File: config.mk
export PLATFORM = sky130hd
export DESIGN_NAME = mips_cpu_ifetch
export DESIGN_NICKNAME = d
export VERILOG_FILES = /design/src/rtl/mips_cpu_ifetch.sv
export SDC_FILE = /design/constraint.sdc
export NUM_CORES = 1
export LEC_CHECK = 0
export ABC_AREA = 1
export BUFFER_PORTS_ARGS = -buffer_cell sky130_fd_sc_hd__buf_4
export CAP_MARGIN = 20
export CORE_MARGIN = 4
export CORE_UTILIZATION = 45
export DETAILED_ROUTE_END_ITERATION = 16
export PLACE_DENSITY = 0.79
export SYNTH_ARGS = -nofsm -noshare
export SYNTH_HDL_FRONTEND = slang
export SYNTH_SLANG_ARGS = --single-unit
File: constraint.sdc
create_clock -name clk -period 1.8 [get_ports clk]
set_input_delay 0.09 -clock clk [delete_from_list [all_inputs] [get_ports clk]]
set_output_delay 0.09 -clock clk [all_outputs]
set_load 0.1 [all_outputs]
File: src/rtl/mips_cpu_ifetch.sv
// mips_cpu_ifetch: fetches one instruction word per PC over Avalon-MM and
// hands it to decode with valid/ready; flags misaligned PCs and bus timeouts.
//
// Ports:
//   clk, reset          clock; synchronous active-high reset
//   pc, pc_valid        fetch request from the PC unit
//   pc_ack              combinational: request accepted this cycle
//   avm_address/read    registered Avalon-MM read master outputs
//   avm_byteenable      always 4'hF (full-word reads)
//   avm_waitrequest     slave stall
//   avm_readdata        read data
//   instr, instr_pc     fetched word and the address it came from
//   instr_valid/ready   handshake towards decode
//   fetch_error         sticky error, cleared only by reset
module mips_cpu_ifetch #(
    parameter logic [31:0] RESET_VECTOR = 32'hBFC00000,
    parameter int unsigned MAX_WAIT     = 255,
    parameter bit          SWAP_BYTES   = 1'b0
) (
    input  logic        clk,
    input  logic        reset,
    input  logic [31:0] pc,
    input  logic        pc_valid,
    output logic        pc_ack,
    output logic [31:0] avm_address,
    output logic        avm_read,
    output logic [3:0]  avm_byteenable,
    input  logic        avm_waitrequest,
    input  logic [31:0] avm_readdata,
    output logic [31:0] instr,
    output logic [31:0] instr_pc,
    output logic        instr_valid,
    input  logic        instr_ready,
    output logic        fetch_error
);

    typedef enum logic [1:0] {
        IDLE,
        READ,
        HOLD,
        ERROR
    } state_t;

    localparam logic [7:0] MAX_WAIT8 = MAX_WAIT[7:0];

    state_t      state;
    logic [7:0]  wait_cnt;
    logic [7:0]  wait_nxt;
    logic        aligned;
    logic        can_take;
    logic        accept;
    logic        misalign;
    logic [31:0] rdata_fmt;

    assign aligned  = (pc[1:0] == 2'b00);

    // A new request can be taken when nothing is in flight, or when the
    // held word is being consumed in this same cycle.
    assign can_take = (state == IDLE) ||
                      ((state == HOLD) && instr_ready);
    assign accept   = !reset && pc_valid && aligned && can_take;
    assign misalign = pc_valid && !aligned && can_take;

    assign pc_ack         = accept;
    assign avm_byteenable = 4'hF;

    // Saturating increment so a very long stall never wraps to zero.
    assign wait_nxt = (wait_cnt == 8'hFF) ? 8'hFF : wait_cnt + 8'd1;

    always_comb begin
        rdata_fmt = avm_readdata;
        if (SWAP_BYTES) begin
            rdata_fmt = {avm_readdata[7:0],
                         avm_readdata[15:8],
                         avm_readdata[23:16],
                         avm_readdata[31:24]};
        end
    end

    always_ff @(posedge clk) begin
        if (reset) begin
            state       <= IDLE;
            avm_read    <= 1'b0;
            avm_address <= RESET_VECTOR;
            instr       <= 32'h0;
            instr_pc    <= RESET_VECTOR;
            instr_valid <= 1'b0;
            fetch_error <= 1'b0;
            wait_cnt    <= 8'h0;
        end else begin
            unique case (state)
                IDLE: begin
                    if (accept) begin
                        avm_address <= pc;
                        instr_pc    <= pc;
                        avm_read    <= 1'b1;
                        wait_cnt    <= 8'h0;
                        state       <= READ;
                    end else if (misalign) begin
                        fetch_error <= 1'b1;
                        state       <= ERROR;
                    end
                end
                READ: begin
                    if (!avm_waitrequest) begin
                        instr       <= rdata_fmt;
                        avm_read    <= 1'b0;
                        instr_valid <= 1'b1;
                        state       <= HOLD;
                    end else begin
                        wait_cnt <= wait_nxt;
                        if ((MAX_WAIT != 0) &&
                            (wait_nxt == MAX_WAIT8)) begin
                            avm_read    <= 1'b0;
                            fetch_error <= 1'b1;
                            state       <= ERROR;
                        end
                    end
                end
                HOLD: begin
                    if (instr_ready) begin
                        instr_valid <= 1'b0;
                        if (accept) begin
                            avm_address <= pc;
                            instr_pc    <= pc;
                            avm_read    <= 1'b1;
                            wait_cnt    <= 8'h0;
                            state       <= READ;
                        end else if (misalign) begin
                            fetch_error <= 1'b1;
                            state       <= ERROR;
                        end else begin
                            state <= IDLE;
                        end
                    end
                end
                ERROR: begin
                    avm_read    <= 1'b0;
                    instr_valid <= 1'b0;
                    fetch_error <= 1'b1;
                end
            endcase
        end
    end

endmodule

======== After elaboration in Yosys (flattened, before gate mapping) ========
Index checks and enable logic that the tools add are counted.
word-level totals
  bits in registers ....................... 109
  input port bits ......................... 69
  output and inout bits ................... 104
  word-level logic and storage cells ...... 75
cells by class
  add/sub/neg operators ................... 1
  equality and inequality tests ........... 11
  muxes and demuxes ....................... 33
  bitwise logic cells ..................... 1
  reductions and logical operators ........ 21
operators by type and width
  cell                                                  number
  2-to-1 mux 32 bit                                     4
  case mux 32 bit (2 select lines)                      2
  2-to-1 mux 8 bit                                      4
  case mux 8 bit (3 select lines)                       1
  equality test 8 bit (second input constant)           2
  2-to-1 mux 2 bit                                      7
  2-to-1 mux 1 bit                                      11
  AND reduction 3 bit                                   3
  adder 8 x 1 -> 8 bit (second input constant)          1
  inequality test 2 bit (second input constant)         4
  case mux 1 bit (4 select lines)                       2
  logical AND 1 bit                                     6
  inequality test 3 bit (second input constant)         2
  case mux 2 bit (3 select lines)                       1
  AND reduction 2 bit                                   3
  nonzero test 3 bit                                    2
  equality test 2 bit (second input constant)           2
  zero test 2 bit                                       2
  AND reduction 4 bit                                   1
  case mux 1 bit (3 select lines)                       1
  equality test 2 x 1 -> 1 bit (second input constant)  1
  zero test 1 bit                                       2
  nonzero test 2 bit                                    1
  logical OR 1 bit                                      1
  inverter 1 bit                                        1

======== Depth between registers and ports, before layout ========
Gate-level depths: netlist (run 1).
  depth in word-level cells ............... 8
  depth in mapped cells ................... 13

======== Least setup slack after synthesis (run 1) ========
Ideal clock, no wire load.
  path kind ............................... reg-to-reg
  from .................................... register state[0]
  to ...................................... register wait_cnt[7]
  library setup time ...................... 128 ps
  arrival ................................. 1841 ps
  data required time ...................... 1672 ps
  setup slack ............................. -169 ps
  cell stages (with the launch flop) ...... 11
  buffers on the path ..................... 0
  period minus slack after synthesis ...... 1969 ps
  path through ............................ dfxtp_1 -> inv_1 -> ha_1 -> nand2_1 -> nand2_1 -> nand2_1 -> inv_2 -> o21ai_2 -> nor2_4 -> a22oi_1 -> nor2_1
on the way
  word-level cells in the longest chain between the ends .. 7
  elaborated cells on any way between the ends .. 13
RTL lines
  item                               RTL line  text
  start: declaration                 46        state_t state;
  start signal: assignment           82        state <= IDLE;
  start signal: assignment           98        state <= READ;
  start signal: assignment           101       state <= ERROR;
  equality test 2 bit                60        ((state == HOLD) && instr_ready);
  logical AND 1 bit                  60
  logical OR 1 bit *                 59        assign can_take = (state == IDLE) ||
  logical AND 1 bit *                61        assign accept = !reset && pc_valid && aligned && can_take;
  via pc_ack                         24        output logic pc_ack,
  2-to-1 mux 8 bit *                 n/a
  2-to-1 mux 8 bit                   n/a
  case mux 8 bit (3 select lines) *  91        unique case (state)
  end signal: assignment             111       wait_cnt <= wait_nxt;
  end: declaration                   47        logic [7:0] wait_cnt;
The timed path passes the listed nets; every way through them passes the cells marked *. The select of a mux whose other input is x is not followed.
A chain may end at the register's enable or synchronous reset.

======== Final worst setup path (run 1) ========
  from .................................... register state[0]
  to ...................................... register wait_cnt[4]
on the way
  word-level cells in the longest chain between the ends .. 7
  elaborated cells on any way between the ends .. 13
RTL lines
  item                             RTL line
  equality test 2 bit              60, 91
  logical AND 1 bit                60
  logical OR 1 bit                 59
  logical AND 1 bit                61
  2-to-1 mux 8 bit (2 in series)   n/a
  case mux 8 bit (3 select lines)  91
Several ways; a longest one is shown, not always the timed one. The select of a mux whose other input is x is not followed.

==> run summary, run 1 <==
The initial antenna violation count came out at 0. The maximum clock insertion buffer count came out at 2. The H-tree was split into 3 levels. The share of synthesized area in the top cell type comes to 0.454. The clock reaches the later pin of the worst-skew pair after approximately 0.34 ns. The final core utilization is 0.742. The post-synthesis register bit count came out at 77. The predominant post-synthesis flop cell is dfxtp_1. In this run the cell area measured after placement is around 0.0045 mm2. The first-pass GRT wire length is about 16000 um. The number of port buffers came out at 168.

The final worst-path cycle share came out at 0.914. The maximum fanout count along the critical path is 8. The overall track demand over capacity in global routing is 0.226. At the placement stage, the worst setup path has a slack of 0.0516 ns.

The placer congestion estimate came out at 0.895. Relative to the synthesized area, the layout overhead comes to 59.6%. The number of instances on the worst hold path is 2.

The highest attainable clock frequency came out at 608 MHz. The path type of the worst setup path is register to register. The ratio of routed vias to standard cells came out at 4.72.

The sink count of the clock tree is 77. The total count of hold-check failures in the final report came out at 0. The leakage power summed over all cells is 2.55 nW. The routed length per placed instance came out at 13.4 um. The initial utilization of the core area, before any placement, comes to 0.465.

The time the final worst path needs with I/O delays and setup is 1.65 ns. The worst reg2reg path depth came out at 10. The final setup violation count came out at 0. STA classifies the critical path endpoint as a register. Global routing finished with a remaining overflow of 0. The count of warnings emitted by yosys is 0.

The number of placement rows came out at 31. The post-layout worst setup margin is 0.155 ns. The share of flip-flops with an asynchronous set or reset came out at 0. The maximum VDD drop is 0.00101 V. The nature of the critical path startpoint is a register.

The total standard cell area after synthesis is 0.00339 mm2. The final route contains approximately 3.6k vias. Counting the buffers created by CTS gives 9. The overall die area is 0.00899 mm2.

The actual slew at the worst max-slew pin came out at ~0.52 ns. Sorting the synthesized cells by area gives the leading types as dfxtp_1 45%, nand2_1 11%, nor2_1 10%. The total detailed-routing wirelength came out at 10400 um. The final count of pins violating max slew came out at 0. From bottom edge to top edge, the die measures 94.8 um. The sequential share of the synthesized area came out at 0.454. Detailed placement ended at an HPWL of approximately 6500 um. The final layout contains 740 nets.

Clock-pin slew was measured on the worst setup and hold paths at 0.07 ns. The number of optimization iterations in the first detailed-route pass came out at 5. The clock tree from TritonCTS is done. Synthesis instantiated 27 different standard cells from the library.

The via count of the first global-routing pass is roughly 3.6k. The total core area came out at 0.00729 mm2. The number of instances in the synthesized netlist came out at 467. The largest total area in the synthesized netlist belongs to dfxtp_1.

The total I/O pin count came out at 173. The fraction of final layout cells sized beyond drive strength 1 is 0.337. In the layout the commonest cells are 176 x buf_4, 97 x nand2_1, 88 x nor2_1.

The number of DRC violations after detailed routing is 0. The finished cells cover 0.00541 mm2. The number of enable flip-flop cells after synthesis is 0. The die width is 94.8 um. The post-CTS setup-driven buffer insertion count came out at 0. The path class of the tightest hold or removal check is input pin to register. The power density over the cells came out at 1270 mW/mm2.

The mean instance size in the synthesized netlist is 7.26 um2. The required time of the critical path is 2.05 ns. The library cell used most frequently in the layout, excluding fill and tap cells, is buf_4. In this run the clock root is driven by a clkbuf_8. The remaining max-slew budget at the tightest pin came out at 0.650. The arrival time reported for the critical path endpoint is between 1.5 and 2 ns. The number of inserted diodes came out at 0. For the final database, setup skew stands at just over 0.009 ns. The maximum number of pins on one net before global-route repair is 59. The max-capacitance violation count came out at 0. The run finished with clean final reports. The violation count after the first detailed-route iteration came out at 151.

The count of antenna-violating nets left after detailed routing is 0.
-- critical path, cell delays in order (launching register included) --
cell	delay, ns
dfxtp_2	0.35
inv_1	0.07
ha_1	0.23
nand2_1	0.07
nand2_1	0.10
nand2_4	0.14
inv_6	0.05
o21ai_4	0.17
buf_4	0.18
nand2_1	0.07
a21oi_1	0.17
-- cell families (layout without fill, tap and decap cells) --
family | after synthesis | in the layout | synth area share
simple gates | 214 | 214 | 0.262
buf+inv | 86 | 287 | 0.136
compound gates | 83 | 83 | 0.125
flops | 77 | 77 | 0.454
fa+ha+maj | 5 | 5 | 0.0184
other cells | 1 | 4 | 0.00111
xor+xnor | 1 | 1 | 0.00258
-- final cells by class --
cell class,instances,area (um2)
sequential,77,1550
tap,99,124
inverter,31,121
multi-input combinational,307,1440
timing repair buffer,240,1970
fill,522,1880
clock inverter,5,58.8
clock buffer,11,151
-- state kept, by name, indices dropped and copies added, names as in the netlist --
register,flops
instr,32
wait_cnt,8
instr_pc,32
fetch_error,1
state,2
avm_read,1
instr_valid,1
-- final timing paths --
kind          startpoint          end  slack (ns)
min                reset  wait_cnt[2]        0.09
max reg2reg     state[0]  wait_cnt[4]        0.15
min reg2reg  instr_pc[0]  instr_pc[0]        0.48
max             state[0]  wait_cnt[4]        0.15
-- report_power, final --
part	total, mW	switching [mW]	leakage (nW)	internal, mW
Combinational	3.46	2.64	1.82	0.826
Clock	1.34	0.626	0.102	0.717
Sequential	2.09	0.146	0.628	1.94
-- through the flow --
step           hold slack, ns  power [mW]  cells  setup TNS (ns)
2_1_floorplan           0.203        4.70    470               0
3_3_place_gp            0.291        5.38    692               0
3_5_place_dp            0.299        5.41    692               0
4_1_cts                0.0808        6.86    770               0
5_1_grt                0.0929        7.20    770         -0.0445
6_report               0.0900        6.89    770               0
-- cell usage after synthesis (2+ instances only) --
library cell	number
a21oi_1	14
buf_2	4
buf_4	36
clkbuf_1	15
dfxtp_1	77
ha_1	5
inv_1	21
inv_2	9
nand2_1	98
nand2_2	2
nand2_4	2
nand3_1	10
nand3_2	2
nand4_1	3
nor2_1	90
nor2_2	2
nor2_4	3
o21ai_0	38
o21ai_1	28
-- timing repair --
action	in CTS	in global routing
setup endpoints to repair	0	17
hold endpoints to repair	62	0
hold buffers	62	0
resized for setup	0	13
-- per-layer routing --
layer  wire, um  global-route usage  vias up  share of wire
li1           -                   -     1833              -
met1       4110               0.257     1643           0.40
met2       5420               0.404      143           0.52
met3        699              0.0629       12          0.068
met4        128              0.0781        0          0.012
met5          0                   0        -              0
No activity file was read; power rests on OpenSTA's default activity.
==> run 2: changes to the inputs <==
- RECOVER_POWER: default -> 100
==> run 2 against run 1 <==
Net effect:
- first-iteration DRC count decreased by 1.3%
- maximum frequency increased by 0.18%
- combinational power decreased by 4%
- global-route usage unchanged
- critical path depth unchanged
- critical path type unchanged
- worst hold slack improved by 0.0041 ns
- sequential power about the same
- power decreased by 2.3%
- clock power about the same
- clock skew increased by 0.0016 ns
- clock-buffer cell count unchanged
==> run summary, run 2 (synthesis results as in run 1) <==
The post-synthesis to final-layout area growth is 52.2%. The count of antenna-violating nets left after detailed routing came out at 0. The overall die area is around 0.009 mm2.

The number of placement rows came out at 31. The maximum fanout count along the critical path is 8. The highest attainable clock frequency is 609 MHz. The net count reported at finish is between 700 and 800. Buffers placed on the I/O ports in this run total between 150 and 200. The clock latency reported for the late side of the worst-skew pair came out at about 0.34 ns.

Detailed placement finished with a half-perimeter wire length of 6530 um. The clock tree synthesis step divided the H-tree into 3 levels. The height of the die came out at 94.8 um. The die is 94.8 um wide. The post-layout instance count excluding filler cells came out at 770.

The worst setup skew after layout is 0.0108 ns. The first-pass GRT wire length came out at 16200 um. The total core area came out at 0.00729 mm2. The maximum clock insertion buffer count is 2. The leakage power summed over all cells is 2.47 nW. For this run, the total global-route usage over all layers was measured as 0.226. The clock root buffer master is clkbuf_8. The total detailed-routing wirelength came out at 10300 um.

The fraction of final layout cells sized beyond drive strength 1 came out at 0.335. The placed standard-cell area is 0.00455 mm2. The time the final worst path needs with I/O delays and setup came out at 1.64 ns. Entering global routing, the biggest net connects 59 pins. Setup violations remaining at the end of the flow were counted as 0. The remaining max-slew budget at the tightest pin is 0.618. The sum of negative setup slack came out at 0 ns. The required time of the critical path is 2.05 ns. The post-layout instance area is 0.00516 mm2. The final worst-path cycle share is 0.912.

The number of inserted diodes is 0. The actual slew at the worst max-slew pin is 0.576 ns. The arrival time reported for the critical path endpoint is 1.90 ns. 173 I/O pins were placed. The power density over the cells is 1300 mW/mm2. The via count of the first global-routing pass is 3589. The maximum VDD drop is 0.000996 V. The initial antenna violation count came out at 0. The final count of pins violating max slew is 0. Leaving out fill and tap cells, the most frequent cell in the layout is clkbuf_2.

The worst slack on hold paths came out at 0.0941 ns. The effective utilization at floorplan came out at 0.465. The max-capacitance violation count is 0.

The final core utilization came out at 0.708. OpenSTA, run right after detailed placement, puts the worst setup slack at about 0.052 ns. The total count of hold-check failures in the final report is 0. STA classifies the critical path endpoint as a register. STA classifies the critical path startpoint as a register. The clock tree from TritonCTS is done.

The total congestion overflow after global routing is 0. The violation count after the first detailed-route iteration came out at 149. The number of optimization iterations in the first detailed-route pass is 4. The post-layout worst setup margin came out at 0.158 ns.

The flow ran to the end, and the final reports show no timing, DRC or antenna violations. The top cell types in the final layout, fill and taps aside, are 99 x clkbuf_2, 97 x nand2_1, 89 x nor2_1. The ratio of routed vias to standard cells came out at 4.68. The placer congestion estimate came out at 0.895.

For this run, design rule violations remaining after detail routing come to 0. The tree built by TritonCTS fans out to 77 sinks. In this run the worst hold path is classified as input pin to register.

The routed length per placed instance is 13.4 um. The total via count after detailed routing came out at about 3.6k. The total power is 6.74 mW. The register clock-pin slew on the reported worst setup and hold paths is ~0.07 ns.

The post-placement cell count came out at just under 700. The critical path in this run is classified as register to register. The largest registers in the layout are instr (32), instr_pc (32), wait_cnt (8). The number of buffers added by the clock tree synthesis step came out at 9.
[run 2: cell types whose count changed in the layout (fill, tap and decap cells not counted), sizes merged]
cell,previous run,this run
clkbuf,11,110
buf,178,79
[run 2: layout make-up]
type | count | area (um2)
Fill cell | 614 | 2130
Timing Repair Buffer | 240 | 1730
Sequential cell | 77 | 1550
Multi-Input combinational cell | 307 | 1440
Clock buffer | 11 | 151
Tap cell | 99 | 124
Inverter | 31 | 121
Clock inverter | 5 | 58.8
[run 2: where the power goes]
part,switching [mW],internal [mW],total [mW],leakage [nW]
Combinational,2.64,0.674,3.31,1.74
Sequential,0.141,1.94,2.08,0.628
Clock,0.629,0.717,1.35,0.102
Total,3.40,3.33,6.74,2.47
[run 2: what timing repair did]
item / 4_1_cts / 5_1_grt
hold buffers: 62 / 0
setup endpoints to repair: 0 / 17
endpoints found under the hold margin: 62 / 0
buffers inserted: 0 / 0
gates resized for setup: 0 / 13
[run 2: path summary, 6_finish.rpt]
path | end | cells after the start | start | slack, ns
worst max-delay path | wait_cnt[4] | 10 | state[0] | 0.16
worst min-delay path | wait_cnt[2] | 2 | reset | 0.09
worst max register to register | wait_cnt[4] | 10 | state[0] | 0.16
worst min register to register | instr_pc[0] | 2 | instr_pc[0] | 0.48
[run 2: routing by layer]
| layer | vias up | GRT usage | part of all wire |
|---|---|---|---|
| li1 | 1830 | - | - |
| met1 | 1625 | 0.257 | 0.40 |
| met2 | 134 | 0.404 | 0.51 |
| met3 | 18 | 0.0629 | 0.070 |
| met4 | 0 | 0.0781 | 0.019 |
| met5 | - | 0 | 0 |
[run 2: worst max-delay path, cell delays in order, from the launching register on]
cell and delay, ns:
dfxtp_2 0.35, inv_1 0.07, ha_1 0.23, nand2_1 0.07, nand2_1 0.10, nand2_4 0.14, inv_6 0.05, o21ai_4 0.17
buf_4 0.18, nand2_1 0.07, a21oi_1 0.17
